File: src/rtl/shift_align_stage.sv
// Two-stage exponent compare/swap and mantissa alignment stage with valid/ready flow control.
// Optional SHIFT_ALIGN_STICKY_EN folds the OR of shifted-out bits into bit 0 of mantis_aligned.
module shift_align_stage #(
  parameter int EXP_W = 8,
  parameter int MAN_W = 26
) (
  input  logic             clk,
  input  logic             rst,
  input  logic             in_valid,
  output logic             in_ready,
  input  logic [EXP_W-1:0] exp_A,
  input  logic [EXP_W-1:0] exp_B,
  input  logic [MAN_W-1:0] mantis_A,
  input  logic [MAN_W-1:0] mantis_B,
  output logic             out_valid,
  input  logic             out_ready,
  output logic             comp_code,
  output logic [EXP_W-1:0] exp_out,
  output logic [MAN_W-1:0] mantis_out,
  output logic [MAN_W-1:0] mantis_aligned,
  output logic [EXP_W-1:0] exp_diff
);

  function automatic logic [MAN_W-1:0] align_shift(input logic [MAN_W-1:0] m,
                                                   input logic [EXP_W-1:0] d);
    logic [MAN_W-1:0] sh;
    logic             sticky;
    if (32'(d) >= 32'(MAN_W)) begin
      sh     = '0;
      sticky = |m;
    end else begin
      sh     = m >> d;
      sticky = |(m & ~({MAN_W{1'b1}} << d));
    end
`ifdef SHIFT_ALIGN_STICKY_EN
    sh[0] = sh[0] | sticky;
`else
    sticky = 1'b0;
    sh[0]  = sh[0] | sticky;
`endif
    return sh;
  endfunction

  logic             s1_vld_q;
  logic             s1_comp_q;
  logic [EXP_W-1:0] s1_exp_q;
  logic [EXP_W-1:0] s1_diff_q;
  logic [MAN_W-1:0] s1_big_q;
  logic [MAN_W-1:0] s1_small_q;
  logic             s2_vld_q;

  logic             s2_adv;
  logic             s1_comp_d;
  logic [EXP_W-1:0] s1_exp_d;
  logic [EXP_W-1:0] s1_diff_d;
  logic [MAN_W-1:0] s1_big_d;
  logic [MAN_W-1:0] s1_small_d;
  logic [MAN_W-1:0] s2_aligned_d;

  // S2 frees up when empty or consumed; S1 moves on exactly when S2 advances.
  assign s2_adv    = !s2_vld_q || out_ready;
  assign in_ready  = !s1_vld_q || s2_adv;
  assign out_valid = s2_vld_q;

  always_comb begin
    s1_comp_d = (exp_A > exp_B) || ((exp_A == exp_B) && (mantis_A >= mantis_B));
    if (s1_comp_d) begin
      s1_exp_d   = exp_A;
      s1_diff_d  = exp_A - exp_B;
      s1_big_d   = mantis_A;
      s1_small_d = mantis_B;
    end else begin
      s1_exp_d   = exp_B;
      s1_diff_d  = exp_B - exp_A;
      s1_big_d   = mantis_B;
      s1_small_d = mantis_A;
    end
    s2_aligned_d = align_shift(s1_small_q, s1_diff_q);
  end

  always_ff @(posedge clk or posedge rst) begin
    if (rst) begin
      s1_vld_q <= 1'b0;
      s2_vld_q <= 1'b0;
    end else begin
      if (in_ready) s1_vld_q <= in_valid;
      if (s2_adv)   s2_vld_q <= s1_vld_q;
    end
  end

  // S1: compare/swap result
  always_ff @(posedge clk) begin
    if (in_ready && in_valid) begin
      s1_comp_q  <= s1_comp_d;
      s1_exp_q   <= s1_exp_d;
      s1_diff_q  <= s1_diff_d;
      s1_big_q   <= s1_big_d;
      s1_small_q <= s1_small_d;
    end
  end

  // S2: aligned result, held while stalled
  always_ff @(posedge clk or posedge rst) begin
    if (rst) begin
      comp_code      <= 1'b0;
      exp_out        <= '0;
      mantis_out     <= '0;
      mantis_aligned <= '0;
      exp_diff       <= '0;
    end else if (s2_adv && s1_vld_q) begin
      comp_code      <= s1_comp_q;
      exp_out        <= s1_exp_q;
      mantis_out     <= s1_big_q;
      mantis_aligned <= s2_aligned_d;
      exp_diff       <= s1_diff_q;
    end
  end

endmodule

File: config.mk
export PLATFORM = sky130hd
export DESIGN_NAME = shift_align_stage
export DESIGN_NICKNAME = d
export VERILOG_FILES = /design/src/rtl/shift_align_stage.sv
export SDC_FILE = /design/constraint.sdc
export NUM_CORES = 1
export LEC_CHECK = 0
export ABC_AREA = 1
export CAP_MARGIN = 0
export CORE_MARGIN = 2
export CORE_UTILIZATION = 54
export CTS_BUF_LIST = sky130_fd_sc_hd__clkbuf_4 sky130_fd_sc_hd__clkbuf_8 sky130_fd_sc_hd__clkbuf_16
export DETAILED_ROUTE_END_ITERATION = 16
export PLACE_DENSITY = 0.81
export SYNTH_ARGS = -nofsm -noshare
export SYNTH_HDL_FRONTEND = slang
export SYNTH_SLANG_ARGS = --single-unit
File: constraint.sdc
create_clock -name clk -period 3.2 [get_ports clk]
set_input_delay 0.32 -clock clk [delete_from_list [all_inputs] [get_ports clk]]
set_output_delay 0.32 -clock clk [all_outputs]
set_load 0.01 [all_outputs]
==> impl_metrics.csv <==
group,metric,value,unit
placed_design,port-buffer-count,142,
sta,tightest_slew,726,ps
cells_and_area,instances_no_fill,1452,
clock_tree,clkTransAtPathRegs,60,ps
floorplan,die-area,17000,µm²
sta,finalMaxSlewViolations,0,
clock_tree,holdBufCountCts,0,
floorplan,core-area,15800,µm²
pwr,power_density,589,nW/µm²
sta,finClkSkew,9.04,ps
drt,firstDrtPassIters,7,
grt,track_usage,28.5,%
drt,final_antenna_net_count,0,
pwr,leakage,5.23,nW
logic_synthesis,async_flop_share,50.7,%
drt,wl_per_cell,16.1,µm
critical_path,path_max_fanout,42,
clock_tree,ctsLongestPathBuffers,2,
critical_path,crit_top_cell,"nand3_2",
clock_tree,clock_latency,430,ps
hold_path,hold_class,"primary input to async pin",
floorplan,placementRows,46,
logic_synthesis,syn_inst,1109,
logic_synthesis,synth_edf_count,69,
critical_path,worstPathArrival,2610,ps
logic_synthesis,synth_nets,1224,
drt,finalWirelength,23.3,mm
sta,relSlewSlack,51.6,%
cells_and_area,antenna_cells,0,
grt,grt_pass1_wl,37.7,mm
critical_path,max_stage_delay,520,ps
placed_design,gp_congestion,0.942,
sta,final_hold_viol_count,0,
cells_and_area,seqCellArea,3850,µm²
critical_path,path_class,"primary input to register",
grt,grt.overflow.total,0,
cells_and_area,layout_commonest_cell,"nand2_1",
drt,vias,8102,
critical_path,crit_family,"buffers and inverters",
floorplan,io_pins,143,
drt,drt_iter0_drc,970,
sta,rsz0062_at_grt,"false",
placed_design,place_area,10200,µm²
sta,final.min_clock_period,2440,ps
cells_and_area,fin_util,68.4,%
logic_synthesis,yosysWarnings,0,
cells_and_area,multiInputGateArea,4070,µm²
pwr,ir_drop,423,µV
logic_synthesis,ys_ff_latch,140,
critical_path,cp.required,3370,ps
critical_path,critPathSlowestCell,"clkdlybuf4s50_1",
sta,fin_crit_sh,76.2,%
logic_synthesis,synth_ff_type,"dfrtp_1",
clock_tree,htreeDepth,4,
clock_tree,cts-root-buf,"clkbuf_16",
cells_and_area,nFillCells,1302,
placed_design,place_inst,1420,
clock_tree,postCtsSetupBuffers,0,
floorplan,die-width,131,µm
floorplan,start_util,54.8,%
sta,fin_setup_tns,0,ps
placed_design,dp_hpwl,16.7,mm
floorplan,fp.dieH,131,µm
sta,setup_violations,0,
grt,grt_pass1_vias,7698,
flow_run,drv_cap,0,
grt,grt_start_max_net_pins,78,
critical_path,cp_cell_sequence,"clkdlybuf4s50_1 -> inv_1 -> ha_1 -> fa_1 -> o21ai_2 -> nand3_2 -> nand3_2 -> nand2_2 -> buf_12 -> nand3_1 -> nand2_1",
logic_synthesis,synth_area,8650,µm²
drt,vias_per_cell,5.58,
cells_and_area,layout.cell_area.non_filler,10800,µm²
cells_and_area,layout_common_cells,"369 x nand2_1, 265 x nand3_1, 142 x clkdlybuf4s50_1",
clock_tree,cts_tree,"yes",
sta,fmax,410,MHz
critical_path,path_buf_inv,3,
grt,antenna_found_initial,0,
cells_and_area,fin_nets,1338,
critical_path,crit_path_start_kind,"primary input",
clock_tree,cts_buffers,17,
critical_path,end_kind,"register",
clock_tree,cts-resized-gates,0,
cells_and_area,syn2layout_area_growth,24.8,%
clock_tree,clock_sinks,140,
logic_synthesis,synth.avg_cell_area,7.80,µm²
logic_synthesis,ys_types,35,
cells_and_area,drive_gt1_share,5.99,%
logic_synthesis,ys_seq_area_share,44.5,%
status,status,"finished, final reports clean",
drt,drcViolationCount,0,
==> cells by family (layout without fill, tap and decap cells) <==
group	count (synthesis)	in the layout	share of synthesized area [%]
simple gates	685	685	34.7
flops	140	140	44.5
fa+ha+maj	43	43	6.40
xor+xnor	12	12	1.22
compound gates	75	75	4.78
buf+inv	154	281	8.42
==> stage by stage <==
stage               total power, mW  setup WS [ps]  hold WS (ps)
floorplan                      3.49            746           418
global placement               4.24            444           424
detailed placement             4.28            358           429
CTS                            6.37            800           256
global route                   6.68            633           301
finish                         6.35            761           252
==> Yosys cell counts (2+ instances only) <==
master	instances	area share [%]
nand4_1	6	0.43
o211ai_1	3	0.26
fa_1	2	0.46
nor2_1	31	1.3
o21ai_0	34	2.0
a21o_1	5	0.43
edfxtp_1	69	24
nand3_2	3	0.35
inv_2	5	0.22
nand3_1	265	15
a21oi_1	26	1.5
buf_1	7	0.30
nor2_4	2	0.26
clkbuf_1	16	0.69
nand4_2	2	0.29
buf_2	24	1.4
nand2_1	370	16
xnor2_1	6	0.61
buf_4	8	0.69
xor2_1	6	0.61
nand2_2	4	0.29
ha_1	41	5.9
inv_1	81	3.5
dfrtp_1	71	21
buf_6	12	1.6
==> report_power, final <==
group          internal [mW]  leakage (nW)  switching [mW]
registers               2.23          1.59           0.189
clock network           1.31         0.315           0.764
logic                  0.800          3.33            1.05
==> state kept, by name (all words and copies together) (netlist names) <==
register,count
mantis_aligned,26
mantis_out,26
s1_big_q,26
s1_small_q,26
exp_diff,8
exp_out,8
s1_diff_q,8
s1_exp_q,8
comp_code,1
out_valid,1
s1_comp_q,1
s1_vld_q,1
==> worst reg2reg max path: stages (launching register included) <==
cell and delay (ps):
edfxtp_1 460, nor2_4 500, buf_4 320, nand3_1 130, nand3_1 110, nand2_1 100, o21ai_0 150, nand2_1 90
nand3_1 90, nand2_1 70, nand2_1 50
==> final timing paths <==
path	start	endpoint	slack, ps	depth (start not counted)
max in group asynchronous	rst	exp_out[6]	2210	3
setup / recovery	exp_A[0]	s1_small_q[17]	760	11
min in group clk	s1_big_q[13]	mantis_out[13]	440	2
setup reg to reg	s1_diff_q[6]	mantis_aligned[7]	1060	10
hold reg to reg	s1_big_q[13]	mantis_out[13]	440	2
hold / removal	rst	mantis_out[13]	250	2
==> area by class of cell <==
cell class	instances	share of cell area (%)
tap	216	2.50
clock inverter	6	0.638
clock buffer	26	5.28
inverter	87	3.03
timing repair buffer	162	15.1
sequential	140	35.7
multi-input combinational	815	37.7
==> layer usage <==
| metal | vias up | part of all wire [%] | track usage (%) |
|---|---|---|---|
| met2 | 347 | 50 | 48.7 |
| met1 | 3806 | 41 | 36.3 |
| met4 | 0 | 2.2 | 10.0 |
| li1 | 3909 | - | - |
| met5 | - | 0 | 0 |
| met3 | 40 | 6.1 | 5.70 |
Power figures use the tool's default switching activity.
